### config.mk
export PLATFORM = sky130hd
export DESIGN_NAME = load_store_unit
export DESIGN_NICKNAME = d
export VERILOG_FILES = /design/src/rtl/load_store_unit.sv
export SDC_FILE = /design/constraint.sdc
export NUM_CORES = 1
export LEC_CHECK = 0
export BUFFER_PORTS_ARGS = -buffer_cell sky130_fd_sc_hd__clkbuf_2
export CAP_MARGIN = 15
export CORE_UTILIZATION = 55
export CTS_BUF_LIST = sky130_fd_sc_hd__clkbuf_4
export DETAILED_ROUTE_END_ITERATION = 16
export PLACE_DENSITY = 0.88
export SYNTH_ARGS = -nofsm -noshare
export SYNTH_HDL_FRONTEND = slang
export SYNTH_SLANG_ARGS = --single-unit
### constraint.sdc
create_clock -name clk -period 4.8 [get_ports clk]
set_input_delay 0.72 -clock clk [delete_from_list [all_inputs] [get_ports clk]]
set_output_delay 0.72 -clock clk [all_outputs]
set_load 0.03 [all_outputs]
### src/rtl/load_store_unit.sv
// rtl/load_store_unit.sv - memory-stage load/store engine with byte lanes, extension and ack timeout
// Three-state FSM (IDLE/BUSY/DONE); bus signals are only driven while BUSY.
module load_store_unit #(
    parameter int unsigned TIMEOUT = 255
) (
    input  logic        clk,
    input  logic        rst_n,
    input  logic [1:0]  mem_op,
    input  logic [1:0]  size,
    input  logic        unsigned_ld,
    input  logic [31:0] addr,
    input  logic [31:0] wdata,
    output logic        stall,
    output logic        done,
    output logic        fault,
    output logic [31:0] load_data,
    output logic        dmem_req,
    output logic        dmem_we,
    output logic [31:0] dmem_addr,
    output logic [3:0]  dmem_be,
    output logic [31:0] dmem_wdata,
    input  logic        dmem_ack,
    input  logic [31:0] dmem_rdata
);

    typedef enum logic [1:0] {
        S_IDLE = 2'd0,
        S_BUSY = 2'd1,
        S_DONE = 2'd2
    } state_t;

    localparam logic [7:0] TMO_LAST = 8'(TIMEOUT - 1);

    state_t      state_q, state_d;
    logic        we_q, we_d;
    logic [1:0]  size_q, size_d;
    logic        uns_q, uns_d;
    logic [31:0] addr_q, addr_d;
    logic [31:0] wdata_q, wdata_d;
    logic [7:0]  timer_q, timer_d;
    logic        fault_q, fault_d;
    logic [31:0] load_data_q, load_data_d;

    logic        op_valid;
    logic        misaligned;
    logic [1:0]  lane;
    logic [31:0] rdata_shifted;
    logic [31:0] rdata_ext;
    logic [3:0]  be;
    logic [31:0] wdata_rep;

    assign op_valid   = (mem_op == 2'd1) || (mem_op == 2'd2);
    assign misaligned = ((size == 2'd1) && addr[0]) || (size[1] && (addr[1:0] != 2'b00));

    // Lane decode works on latched values so the bus stays stable through BUSY.
    assign lane          = (size_q == 2'd0) ? addr_q[1:0] : {addr_q[1], 1'b0};
    assign rdata_shifted = dmem_rdata >> {lane, 3'b000};

    always_comb begin
        be        = 4'b1111;
        wdata_rep = wdata_q;
        rdata_ext = dmem_rdata;
        case (size_q)
            2'd0: begin
                be        = 4'b0001 << lane;
                wdata_rep = {4{wdata_q[7:0]}};
                rdata_ext = {{24{~uns_q & rdata_shifted[7]}}, rdata_shifted[7:0]};
            end
            2'd1: begin
                be        = addr_q[1] ? 4'b1100 : 4'b0011;
                wdata_rep = {2{wdata_q[15:0]}};
                rdata_ext = {{16{~uns_q & rdata_shifted[15]}}, rdata_shifted[15:0]};
            end
            default: begin
                be        = 4'b1111;
                wdata_rep = wdata_q;
                rdata_ext = dmem_rdata;
            end
        endcase
    end

    always_comb begin
        state_d     = state_q;
        we_d        = we_q;
        size_d      = size_q;
        uns_d       = uns_q;
        addr_d      = addr_q;
        wdata_d     = wdata_q;
        timer_d     = timer_q;
        fault_d     = fault_q;
        load_data_d = load_data_q;
        case (state_q)
            S_IDLE: begin
                fault_d = 1'b0;
                timer_d = 8'd0;
                if (op_valid) begin
                    if (misaligned) begin
                        state_d = S_DONE;
                        fault_d = 1'b1;
                    end else begin
                        state_d = S_BUSY;
                        we_d    = (mem_op == 2'd2);
                        size_d  = size;
                        uns_d   = unsigned_ld;
                        addr_d  = addr;
                        wdata_d = wdata;
                    end
                end
            end
            S_BUSY: begin
                // Ack is checked first so a same-cycle ack beats the timeout.
                if (dmem_ack) begin
                    state_d = S_DONE;
                    fault_d = 1'b0;
                    if (!we_q) begin
                        load_data_d = rdata_ext;
                    end
                end else if (timer_q == TMO_LAST) begin
                    state_d = S_DONE;
                    fault_d = 1'b1;
                end else begin
                    timer_d = timer_q + 8'd1;
                end
            end
            S_DONE: begin
                state_d = S_IDLE;
            end
            default: begin
                state_d = S_IDLE;
            end
        endcase
    end

    always_ff @(posedge clk or negedge rst_n) begin
        if (!rst_n) begin
            state_q     <= S_IDLE;
            we_q        <= 1'b0;
            size_q      <= 2'd0;
            uns_q       <= 1'b0;
            addr_q      <= 32'd0;
            wdata_q     <= 32'd0;
            timer_q     <= 8'd0;
            fault_q     <= 1'b0;
            load_data_q <= 32'd0;
        end else begin
            state_q     <= state_d;
            we_q        <= we_d;
            size_q      <= size_d;
            uns_q       <= uns_d;
            addr_q      <= addr_d;
            wdata_q     <= wdata_d;
            timer_q     <= timer_d;
            fault_q     <= fault_d;
            load_data_q <= load_data_d;
        end
    end

    // Stall is gated by rst_n so it falls with the reset even if mem_op is still held.
    assign stall      = rst_n && ((state_q == S_BUSY) || ((state_q == S_IDLE) && op_valid));
    assign done       = (state_q == S_DONE);
    assign fault      = (state_q == S_DONE) && fault_q;
    assign load_data  = load_data_q;
    assign dmem_req   = (state_q == S_BUSY);
    assign dmem_we    = (state_q == S_BUSY) && we_q;
    assign dmem_addr  = (state_q == S_BUSY) ? {addr_q[31:2], 2'b00} : 32'd0;
    assign dmem_be    = (state_q == S_BUSY) ? be : 4'b0000;
    assign dmem_wdata = (state_q == S_BUSY && we_q) ? wdata_rep : 32'd0;

endmodule

## Yosys cells after proc, flatten, opt, wreduce, memory -nomap -nowiden

Cells that the tools add are included.

| storage, ports and cells | value |
|---|---|
| bits in registers | 111 |
| input bits | 104 |
| output and inout bits | 105 |
| word-level logic and storage cells | 67 |

| cells by class | value |
|---|---|
| add/sub/neg operators | 1 |
| equal/unequal tests | 11 |
| shifts and indexed selects | 2 |
| muxes and demuxes | 21 |
| bitwise operators | 5 |
| reductions and logical operators | 18 |

Operators with widths:

| kind | number |
|---|---|
| case mux 32 bit (2 select lines) | 2 |
| 2-to-1 mux 32 bit | 2 |
| >> shifter 32 x 5 -> 16 bit | 1 |
| 2-to-1 mux 8 bit | 2 |
| case mux 8 bit (2 select lines) | 1 |
| AND reduction 3 bit | 3 |
| adder 8 x 1 -> 8 bit, second input constant | 1 |
| equality test 2 x 1 -> 1 bit, second input constant | 4 |
| equality test 8 bit, second input constant | 1 |
| 2-to-1 mux 2 bit | 4 |
| 2-to-1 mux 4 bit | 2 |
| case mux 4 bit (2 select lines) | 1 |
| logical AND 1 bit | 6 |
| != test 2 bit, second input constant | 3 |
| 2-to-1 mux 1 bit | 5 |
| equality test 2 bit, second input constant | 2 |
| logical NOT 2 bit | 2 |
| case mux 2 bit (2 select lines) | 1 |
| AND reduction 2 bit | 2 |
| nonzero test 2 bit | 2 |
| << shifter 1 x 2 -> 4 bit, first input constant | 1 |
| logical OR 1 bit | 3 |
| != test 3 x 1 -> 1 bit, second input constant | 1 |
| inverter 1 bit | 3 |
| other kinds (2) | 3 |

## Longest topological paths before layout

Gate-level depths: netlist (run 1).

| logic depth | value |
|---|---|
| depth in word-level cells | 6 |
| mapped depth | 7 |
| gate-level depth less buffers | 6 |

## Worst setup path before layout (run 1)

OpenSTA, ideal clock, no wires.

| timing | value |
|---|---|
| path type | register to output |
| start point | register state_q[1] |
| end point | output dmem_wdata[13] |
| arrival | 1.684 ns |
| data required time | 4.080 ns |
| path slack | 2.396 ns |
| stages on the path, launching flop included | 7 |
| buffers on the path | 1 |
| cells stage by stage | dfrtp_1 -> inv_1 -> nand2_1 -> inv_1 -> nand2_1 -> buf_4 -> a21oi_1 |

| on the way | value |
|---|---|
| cells in the longest elaborated chain, start to end | 3 |

RTL lines:

| what | line | source |
|---|---|---|
| from (decl) | 34 | `state_t state_q, state_d;` |
| from (signal assigned) | 146 | `state_q <= state_d;` |
| equality test 2 x 1 -> 1 bit | 167 | `assign dmem_wdata = (state_q == S_BUSY && we_q) ? wdata_rep : 32'd0;` |
| logical AND 1 bit | 167 |  |
| 2-to-1 mux 32 bit | 167 |  |
| to (decl) | 21 | `output logic [31:0] dmem_wdata,` |

Every way passes these cells.

## Worst setup path after layout (run 1)

| timing | value |
|---|---|
| start point | register state_q[1] |
| end point | output dmem_wdata[9] |

Same word-level chain as after synthesis.

==> impl_metrics.env, run 1 <==
export IMPL_status="complete, no violations"
export IMPL_clkTransAtPathRegs_ns=0.16
export IMPL_setup_violations=0
export IMPL_fin_skew_ns=0.009912
export IMPL_synth_top_area_frac=0.4847
export IMPL_vias=4940
export IMPL_clk_insertion_delay_late_ns=0.47
export IMPL_die_y_um=104.1
export IMPL_drv_slew=0
export IMPL_fp_row_count=36
export IMPL_post_cts_buffers=0
export IMPL_utilization=0.6958
export IMPL_gr_usage_all_layers=0.2875
export IMPL_antenna_cells=0
export IMPL_synth_common_cells="dfrtp_1, mux2_2, nor2_1"
export IMPL_endpoint_kind="output port"
export IMPL_synth_top_area_cell="dfrtp_1"
export IMPL_ir_drop_v=0.0003128
export IMPL_viasPerCell=5.731
export IMPL_synth_area_um2=5730
export IMPL_clockBufferDepth=2
export IMPL_firstDrtPassIters=4
export IMPL_cp_arrival_ns=2.97
export IMPL_dp_hpwl_um=11010
export IMPL_layout_drive_gt1_share=0.4266
export IMPL_synth_distinct_cells=50
export IMPL_die_area_um2=10830
export IMPL_finalHoldViolCount=0
export IMPL_grt_pass1_wl_um=24450
export IMPL_drc=0
export IMPL_hold_class="in -> async"
export IMPL_critPathLaunch="state_q[1]$_DFFE_PN0P_"
export IMPL_initial_utilization=0.5757
export IMPL_worstPathRequired_ns=4.08
export IMPL_reg2reg_to="load_data[28]$_DFFE_PN0P_"
export IMPL_synth_area_leaders="dfrtp_1, mux2_2, mux2i_1"
export IMPL_yosysWarnings=0
export IMPL_rrSetupSlack_ns=1.93
export IMPL_die_w_um=104.1
export IMPL_async_reset_ff_frac=1.000
export IMPL_synth_most_common_cell="dfrtp_1"
export IMPL_synth_avg_cell_area_um2=10.63
export IMPL_gp_congestion=0.9401
export IMPL_wirelength_um=15110
export IMPL_grt_max_degree=72
export IMPL_min_period_over_period=0.7696
export IMPL_clockRootBuffer="clkbuf_4"
export IMPL_placed_cells=846
export IMPL_start_kind="flop"
export IMPL_syn_inst=539
export IMPL_cellLeakagePower_nw=3.418
export IMPL_cts_resized=0
export IMPL_synth_edf_count=0
export IMPL_core_area_um2=9955
export IMPL_yosysSeqAreaShare=0.4847
export IMPL_routedWlPerCell_um=17.52
export IMPL_nNetsFinal=831
export IMPL_fmax_ghz=0.2707
export IMPL_grt_pass1_vias=4857
export IMPL_worst_pin_slew_ns=1.133
export IMPL_cts_tree="built"
export IMPL_cts_sinks=111
export IMPL_cts_made_buffers=9
export IMPL_r2r_start="size_q[0]$_DFFE_PN0P_"
export IMPL_dpl_instance_area_um2=6790
export IMPL_stdcell_count=862
export IMPL_relSlewSlack=0.2416
export IMPL_maxCapViolCount=0
export IMPL_power_density_nw_per_um2=622.5
export IMPL_synth_seq_cells=111
export IMPL_setup_tns_ns=0
export IMPL_fin_area_um2=6927
export IMPL_critPathMaxFanout=41
export IMPL_holdBufCountCts=0
export IMPL_syn_to_final_growth_pct=20.87
export IMPL_criticalPathCategory="reg -> out"
export IMPL_port_buffers=206
export IMPL_synth_ff_type="dfrtp_1"
export IMPL_reg2reg_depth=5
export IMPL_drt_iter0_drc=250
export IMPL_dp_slack_ns=1.693
export IMPL_finalCriticalPeriod_ns=3.694
export IMPL_io_pin_count=209
export IMPL_fin_ws_ns=1.106
export IMPL_overflow=0
export IMPL_antenna_found_initial=0
export IMPL_htree_levels=3
export IMPL_ant_nets=0
export IMPL_cp_endpoint="dmem_wdata[9]"
export IMPL_rsz0062_at_grt="no"
-- area by class of cell --
cell class,instances,area (um2)
Sequential cell,111,2779
Multi-Input combinational cell,384,2735
Clock inverter,6,61.31
Inverter,7,26.28
Fill cell,763,3028
Clock buffer,10,75.07
Tap cell,133,166.4
Timing Repair Buffer,211,1084
-- layout by cell type, fill, tap and decap left out, types with 7 or more instances in the layout --
cell type  count
a21oi_1       48
a22o_1        12
and2_1        31
and3_1        10
clkbuf_2     205
clkbuf_4      10
dfrtp_1      110
inv_1          7
mux2_2        66
mux2_4         9
mux2i_1       27
nand2_1       43
nor2_1        57
o21ai_0       13
-- metrics by stage --
| stage | hold WS (ns) | total power [mW] |
|---|---|---|
| 2_1_floorplan | 0.4244 | 3.248 |
| 3_3_place_gp | 0.4793 | 3.758 |
| 3_5_place_dp | 0.4855 | 3.851 |
| 4_1_cts | 0.2020 | 4.315 |
| 5_1_grt | 0.2042 | 4.587 |
| 6_report | 0.2138 | 4.312 |
-- routing by layer --
layer | routed length (um) | vias to the layer above | part of all wire | track usage
li1 | - | 2254 | - | -
met2 | 7404 | 266 | 0.49 | 0.4719
met1 | 5913 | 2390 | 0.39 | 0.3600
met5 | 0 | - | 0 | 0
met3 | 1408 | 30 | 0.093 | 0.07519
met4 | 378 | 0 | 0.025 | 0.1224
-- power breakdown --
part	internal (mW)	total [mW]	switching, mW
sequential	1.37	1.77	0.403
combinational	0.842	2.07	1.23
clock	0.163	0.473	0.310
total	2.37	4.31	1.94
-- critical path, stage by stage, from the launching register on --
cell and delay (ns):
dfrtp_1 0.49, inv_1 0.18, nand2_1 0.24, inv_1 0.12
buf_4 0.32, nand2_1 0.54, a21oi_1 0.36, clkbuf_2 0.25
-- state kept, by name (all words and copies together), names as in the netlist --
register	cells
addr_q	32
fault_q	1
state_q	2
timer_q	8
load_data	32
we_q	1
uns_q	1
wdata_q	32
size_q	2
-- how the worst min path moves through the flow --
stage	from	endpoint
after floorplan	rst_n	addr_q[0]$_DFFE_PN0P_
after global placement	addr_q[5]$_DFFE_PN0P_	addr_q[5]$_DFFE_PN0P_
after detailed placement	addr_q[22]$_DFFE_PN0P_	addr_q[22]$_DFFE_PN0P_
after CTS	rst_n	addr_q[23]$_DFFE_PN0P_
after global routing	rst_n	addr_q[22]$_DFFE_PN0P_
final	rst_n	addr_q[22]$_DFFE_PN0P_
-- cell families (layout without fill, tap and decap cells) --
logic type	after synthesis	in the layout	share of synthesized area
and+or+nand+nor	171	171	0.1445
DFF	111	111	0.4847
AOI/OAI and AO/OA	105	105	0.1203
muxes	103	103	0.2024
buffers and inverters	45	234	0.04083
adders and majority gates	3	3	0.006551
other	1	2	0.0006544
Note: power is estimated with default switching activity, not from simulation.
==> run 2, diff against run 1 <==
Settings changed: ABC_AREA set to 1, CORE_UTILIZATION 55 to 52, PLACE_DENSITY 0.88 to 0.83.
Clock period 4.8 ns to 3.4 ns, I/O delays scaled along.
==> run 2 against run 1 <==
Net effect: synthesized area grew 5.7%; hold slack improved by 0.043 ns; clock-buffer cell count is 1 lower; total power rose by 44%; worst setup slack lost 0.68 ns; largest power group unchanged; global-route usage fell by 2.2 points; clock power is 61% higher; wire length rose by 4.3%.
==> impl_metrics.env, run 2 <==
export IMPL_antenna_found_initial=0
export IMPL_relSlewSlack=0.3229
export IMPL_drv_slew=0
export IMPL_drc=0
export IMPL_holdPathEnd="wdata_q[15]$_DFFE_PN0P_"
export IMPL_min_period_over_period=0.8740
export IMPL_die_y_um=109.9
export IMPL_worstPathRequired_ns=2.89
export IMPL_maxCapViolCount=0
export IMPL_fin_area_um2=7202
export IMPL_synth_seq_cells=111
export IMPL_synth_compound_area_frac=0.1192
export IMPL_reg2reg_to="load_data[23]$_DFFE_PN0P_"
export IMPL_rsz0062_at_grt="no"
export IMPL_port_buffers=206
export IMPL_finalPower_mw=6.223
export IMPL_synth_avg_cell_area_um2=8.074
export IMPL_hold_class="in -> reg"
export IMPL_layout_drive_gt1_share=0.3134
export IMPL_fin_ws_ns=0.4283
export IMPL_cellLeakagePower_nw=4.061
export IMPL_gr_usage_all_layers=0.2654
export IMPL_synth_edf_count=0
export IMPL_yosysWarnings=0
export IMPL_clkTransAtPathRegs_ns=0.17
export IMPL_die_area_um2=12080
export IMPL_layout_common_cells="clkbuf_2, nor2_1, nand2_1, dfrtp_1, inv_1"
export IMPL_utilization=0.6334
export IMPL_synth_ff_type="dfrtp_1"
export IMPL_htree_levels=3
export IMPL_io_pin_count=209
export IMPL_synth_most_common_cell="nor2_1"
export IMPL_synthMuxAreaShare=0.05950
export IMPL_grt_max_degree=82
export IMPL_viasPerCell=5.221
export IMPL_fin_skew_ns=0.01708
export IMPL_drt_iter0_drc=456
export IMPL_synth_top_area_cell="dfrtp_1"
export IMPL_power_density_nw_per_um2=864.0
export IMPL_reg2reg_depth=7
export IMPL_dp_hpwl_um=11480
export IMPL_firstDrtPassIters=5
export IMPL_stdcell_count=1081
export IMPL_holdPathStages=2
export IMPL_cts_sinks=111
export IMPL_worst_pin_slew_ns=1.016
export IMPL_synth_xor_area_frac=0.002893
export IMPL_setup_tns_ns=0
export IMPL_core_area_um2=11370
export IMPL_syn_to_final_growth_pct=18.93
export IMPL_cts_made_buffers=9
export IMPL_criticalPathCategory="reg -> out"
export IMPL_critPathMaxFanout=17
export IMPL_hold_slack_ns=0.2568
export IMPL_yosysSeqAreaShare=0.4587
export IMPL_synth_top_area_frac=0.4587
export IMPL_grt_pass1_vias=5103
export IMPL_rrSetupSlack_ns=1.07
export IMPL_synth_common_cells="nor2_1, nand2_1, dfrtp_1"
export IMPL_synth_area_um2=6056
export IMPL_syn_inst=750
export IMPL_cts_resized=0
export IMPL_ant_nets=0
export IMPL_cp_arrival_ns=2.46
export IMPL_wirelength_um=15760
export IMPL_setup_violations=0
export IMPL_finalCriticalPeriod_ns=2.972
export IMPL_dpl_instance_area_um2=7022
export IMPL_start_kind="flop"
export IMPL_clk_insertion_delay_late_ns=0.46
export IMPL_async_reset_ff_frac=1.000
export IMPL_vias=5644
export IMPL_overflow=0
export IMPL_antenna_cells=0
export IMPL_gp_congestion=0.8954
export IMPL_ir_drop_v=0.0004725
export IMPL_endpoint_kind="output port"
export IMPL_nNetsFinal=1040
export IMPL_final_common_cell="clkbuf_2"
export IMPL_clockRootBuffer="clkbuf_4"
export IMPL_synthSimpleGateAreaFrac=0.2486
export IMPL_placed_cells=1064
export IMPL_finalHoldViolCount=0
export IMPL_clockBufferDepth=2
export IMPL_cts_tree="built"
export IMPL_fp_row_count=39
export IMPL_initial_utilization=0.5326
export IMPL_r2r_start="size_q[1]$_DFFE_PN0P_"
export IMPL_holdCritStartpoint="wdata[15]"
export IMPL_status="complete, no violations"
export IMPL_synth_area_leaders="dfrtp_1, nor2_1, nand2_1"
export IMPL_synth_fa_ha_area_frac=0.006198
export IMPL_synth_distinct_cells=37
export IMPL_dp_slack_ns=0.9460
export IMPL_die_w_um=109.9
export IMPL_synth_top_family_by_area="simple AND/OR/NAND/NOR gates"
export IMPL_fmax_ghz=0.3365
export IMPL_grt_pass1_wl_um=24470
export IMPL_routedWlPerCell_um=14.58
[run 2: cell count changes in the layout (fill, tap and decap cells not counted), sizes merged, moves of 12 or more]
cell	change
inv	+84
or2	+16
mux2	-52
nand3	+38
nor2	+101
mux2i	-27
and2	-31
nand2	+76
a22o	-12
a21oi	+36
[run 2: worst max-delay path by stage]
stage | startpoint | end | cells after the start
6_report | size_q[1]$_DFFE_PN0P_ | dmem_wdata[12] | 5
5_1_grt | size_q[1]$_DFFE_PN0P_ | dmem_wdata[12] | 5
4_1_cts | size_q[1]$_DFFE_PN0P_ | dmem_wdata[12] | 5
3_5_place_dp | mem_op[0] | addr_q[18]$_DFFE_PN0P_ | 8
3_3_place_gp | state_q[1]$_DFFE_PN0P_ | dmem_wdata[21] | 6
2_1_floorplan | state_q[1]$_DFFE_PN0P_ | dmem_wdata[15] | 5
[run 2: what timing repair did]
| item | 4_1_cts | 5_1_grt |
|---|---|---|
| setup buffers | 0 | 0 |
| hold buffers | 1 | 0 |
| endpoints found under the hold margin | 26 | 0 |
[run 2: cell type report]
type	count	area (um2)
clock inverters	7	102.6
repair buffers	213	1089
well taps	143	178.9
clock buffers	9	67.56
inverters	89	336.6
fillers	1025	4168
flip-flops and latches	111	2778
multi-input cells	509	2650
[run 2: cell families (layout without fill, tap and decap cells)]
kind of cell | Yosys count | in the layout
AND/OR/NAND/NOR | 349 | 349
buffers and inverters | 131 | 318
AO/OA/AOI/OAI | 129 | 129
flip-flops | 111 | 111
multiplexers | 24 | 24
adder cells (fa/ha/maj) | 3 | 3
XOR/XNOR | 2 | 2
other | 1 | 2
[run 2: metal layers]
metal / part of all wire / wire (um) / global-route usage
met1: 0.42 / 6595 / 0.3454
met2: 0.48 / 7508 / 0.4313
met4: 0.022 / 344 / 0.09429
met3: 0.083 / 1314 / 0.06343
met5: 0 / 0 / 0
[run 2: power breakdown]
group | switching, mW | leakage [nW] | internal [mW]
Clock | 0.453 | 0.0924 | 0.308
Combinational | 2.10 | 2.68 | 1.07
Sequential | 0.382 | 1.29 | 1.91
Total | 2.94 | 4.06 | 3.29
[run 2: critical path: stages (launching register included)]
cell and delay, ns:
dfrtp_1 0.62, inv_2 0.17, nand2_1 0.55, o221ai_1 0.25, nor2_1 0.18, clkbuf_2 0.23
==> run 3, diff against run 2 <==
==> constraint.sdc (replaced) <==
create_clock -name clk -period 3.2 [get_ports clk]
set_input_delay 0.96 -clock clk [delete_from_list [all_inputs] [get_ports clk]]
set_output_delay 0.96 -clock clk [all_outputs]
set_load 0.03 [all_outputs]
==> run 3 against run 2 <==
Net effect: die area stayed put; sequential power grew 6%; register-to-register slack lost 0.13 ns; highest routed layer unchanged; cell count rose by 0.46%.
==> impl_metrics.env, run 3 (synthesis gave the netlist of run 2 again) <==
export IMPL_rsz0062_at_grt="no"
export IMPL_fp_row_count=39
export IMPL_cp_top_family="buffers and inverters"
export IMPL_ir_drop_v=0.0004870
export IMPL_holdPathEnd="fault_q$_DFFE_PN0P_"
export IMPL_reg2reg_depth=10
export IMPL_antenna_found_initial=0
export IMPL_path_cells="inv_2 > buf_4 > nand2_2 > o221ai_1 > nor2_1 > clkbuf_2"
export IMPL_finalCriticalPeriod_ns=3.054
export IMPL_cts_sinks=111
export IMPL_layout_drive_gt1_share=0.3203
export IMPL_critPathMaxFanout=26
export IMPL_core_area_um2=11370
export IMPL_post_cts_buffers=0
export IMPL_start_kind="flop"
export IMPL_clockBufferDepth=2
export IMPL_hold_class="reg -> reg"
export IMPL_cp_buffers_inverters=3
export IMPL_power_density_nw_per_um2=902.9
export IMPL_die_w_um=109.9
export IMPL_gp_congestion=0.8672
export IMPL_rrSetupSlack_ns=0.94
export IMPL_nNetsFinal=1045
export IMPL_cts_made_buffers=9
export IMPL_drc=0
export IMPL_drt_iter0_drc=339
export IMPL_worst_pin_slew_ns=0.7599
export IMPL_initial_utilization=0.5326
export IMPL_hold_slack_ns=0.4999
export IMPL_setup_violations=0
export IMPL_ant_nets=0
export IMPL_power_share_clock=0.102
export IMPL_clkTransAtPathRegs_ns=0.17
export IMPL_min_period_over_period=0.9543
export IMPL_setup_tns_ns=0
export IMPL_overflow=0
export IMPL_port_buffers=206
export IMPL_finalHoldViolCount=0
export IMPL_cts_resized=2
export IMPL_utilization=0.6342
export IMPL_fmax_ghz=0.3274
export IMPL_firstDrtPassIters=5
export IMPL_holdBufCountCts=0
export IMPL_grt_pass1_wl_um=24150
export IMPL_combPwrFrac=0.526
export IMPL_syn_to_final_growth_pct=19.07
export IMPL_wirelength_um=15590
export IMPL_fillers=1009
export IMPL_regArea_um2=2779
export IMPL_clockRootBuffer="clkbuf_4"
export IMPL_drv_slew=0
export IMPL_cellLeakagePower_nw=4.070
export IMPL_layout_common_cells="clkbuf_2, nor2_1, nand2_1, dfrtp_1, inv_1"
export IMPL_reg2reg_to="load_data[26]$_DFFE_PN0P_"
export IMPL_cts_tree="built"
export IMPL_antenna_cells=0
export IMPL_status="complete, no violations"
export IMPL_grt_pass1_vias=5067
export IMPL_p_sw_mw=3.134
export IMPL_sw_frac_of_total=0.4814
export IMPL_die_area_um2=12080
export IMPL_gr_usage_all_layers=0.2608
export IMPL_criticalPathCategory="reg -> out"
export IMPL_holdPathStages=2
export IMPL_routedWlPerCell_um=14.35
export IMPL_clk_insertion_delay_late_ns=0.47
export IMPL_fin_skew_ns=0.01766
export IMPL_holdCritStartpoint="fault_q$_DFFE_PN0P_"
export IMPL_grt_max_degree=63
export IMPL_viasPerCell=5.175
export IMPL_multiInputGateArea_um2=2653
export IMPL_r2r_start="size_q[1]$_DFFE_PN0P_"
export IMPL_htree_levels=3
export IMPL_vias=5620
export IMPL_io_pin_count=209
export IMPL_maxCapViolCount=0
export IMPL_die_y_um=109.9
export IMPL_worstPathRequired_ns=2.24
export IMPL_cp_arrival_ns=2.09
export IMPL_endpoint_kind="output port"
export IMPL_cp_slowest_cell="dfrtp_1"
export IMPL_relSlewSlack=0.4934
export IMPL_internal_power_mw=3.376
export IMPL_power_frac_seq=0.372
export IMPL_final_common_cell="clkbuf_2"
export IMPL_dp_hpwl_um=11390
export IMPL_finalPower_mw=6.510
export IMPL_slowest_delay_ns=0.42
-- run 3: final cells by class --
cell class | count | area share
inverters | 89 | 0.04702
multi-input cells | 509 | 0.3679
clock inverters | 5 | 0.005553
repair buffers | 218 | 0.1579
flip-flops and latches | 111 | 0.3854
clock buffers | 11 | 0.01145
well taps | 143 | 0.02481
-- run 3: worst max path at each step --
stage / cells past startpoint / to / slack, ns / startpoint
after floorplan: 5 / dmem_wdata[15] / 0.40 / state_q[1]$_DFFE_PN0P_
after global placement: 6 / stall / 0.37 / mem_op[0]
after detailed placement: 6 / stall / 0.36 / mem_op[0]
after CTS: 6 / dmem_wdata[31] / 0.006 / state_q[1]$_DFFE_PN0P_
after global routing: 6 / dmem_wdata[31] / 0.0006 / state_q[1]$_DFFE_PN0P_
final: 6 / dmem_wdata[25] / 0.15 / size_q[1]$_DFFE_PN0P_
-- run 3: stage by stage --
| stage | setup WS (ns) | cells | instance area (um2) |
|---|---|---|---|
| after global routing | 0.0006004 | 1086 | 7211 |
| after CTS | 0.005987 | 1086 | 7206 |
| final | 0.1461 | 1086 | 7211 |
| after floorplan | 0.3985 | 751 | 6060 |
| after detailed placement | 0.3633 | 1070 | 7079 |
| after global placement | 0.3714 | 1070 | 7079 |
-- run 3: worst reg2reg max path, stage by stage, from the launching register on --
cell     delay (ns)
dfrtp_1        0.39
buf_4          0.39
nor2_2         0.13
nand2_2        0.09
buf_4          0.24
nand2_1        0.07
nand3_1        0.11
nand3_2        0.41
nand3_1        0.26
nand2_1        0.07
inv_1          0.05
-- run 3: routing by layer --
| layer | up-vias | global-route usage | part of all wire |
|---|---|---|---|
| li1 | 2748 | - | - |
| met1 | 2627 | 0.3444 | 0.43 |
| met2 | 225 | 0.4250 | 0.48 |
| met3 | 20 | 0.05039 | 0.079 |
| met4 | 0 | 0.09619 | 0.015 |
| met5 | - | 0 | 0 |
-- run 3: power groups by stage --
| stage | Combinational (mW) | Sequential (mW) | Clock, mW |
|---|---|---|---|
| final | 3.42 | 2.42 | 0.665 |
| after global routing | 3.76 | 2.50 | 0.729 |
| after CTS | 3.43 | 2.42 | 0.675 |
| after detailed placement | 3.43 | 2.43 | 0 |
| after global placement | 3.36 | 2.43 | 0 |
| after floorplan | 2.22 | 2.74 | 0 |
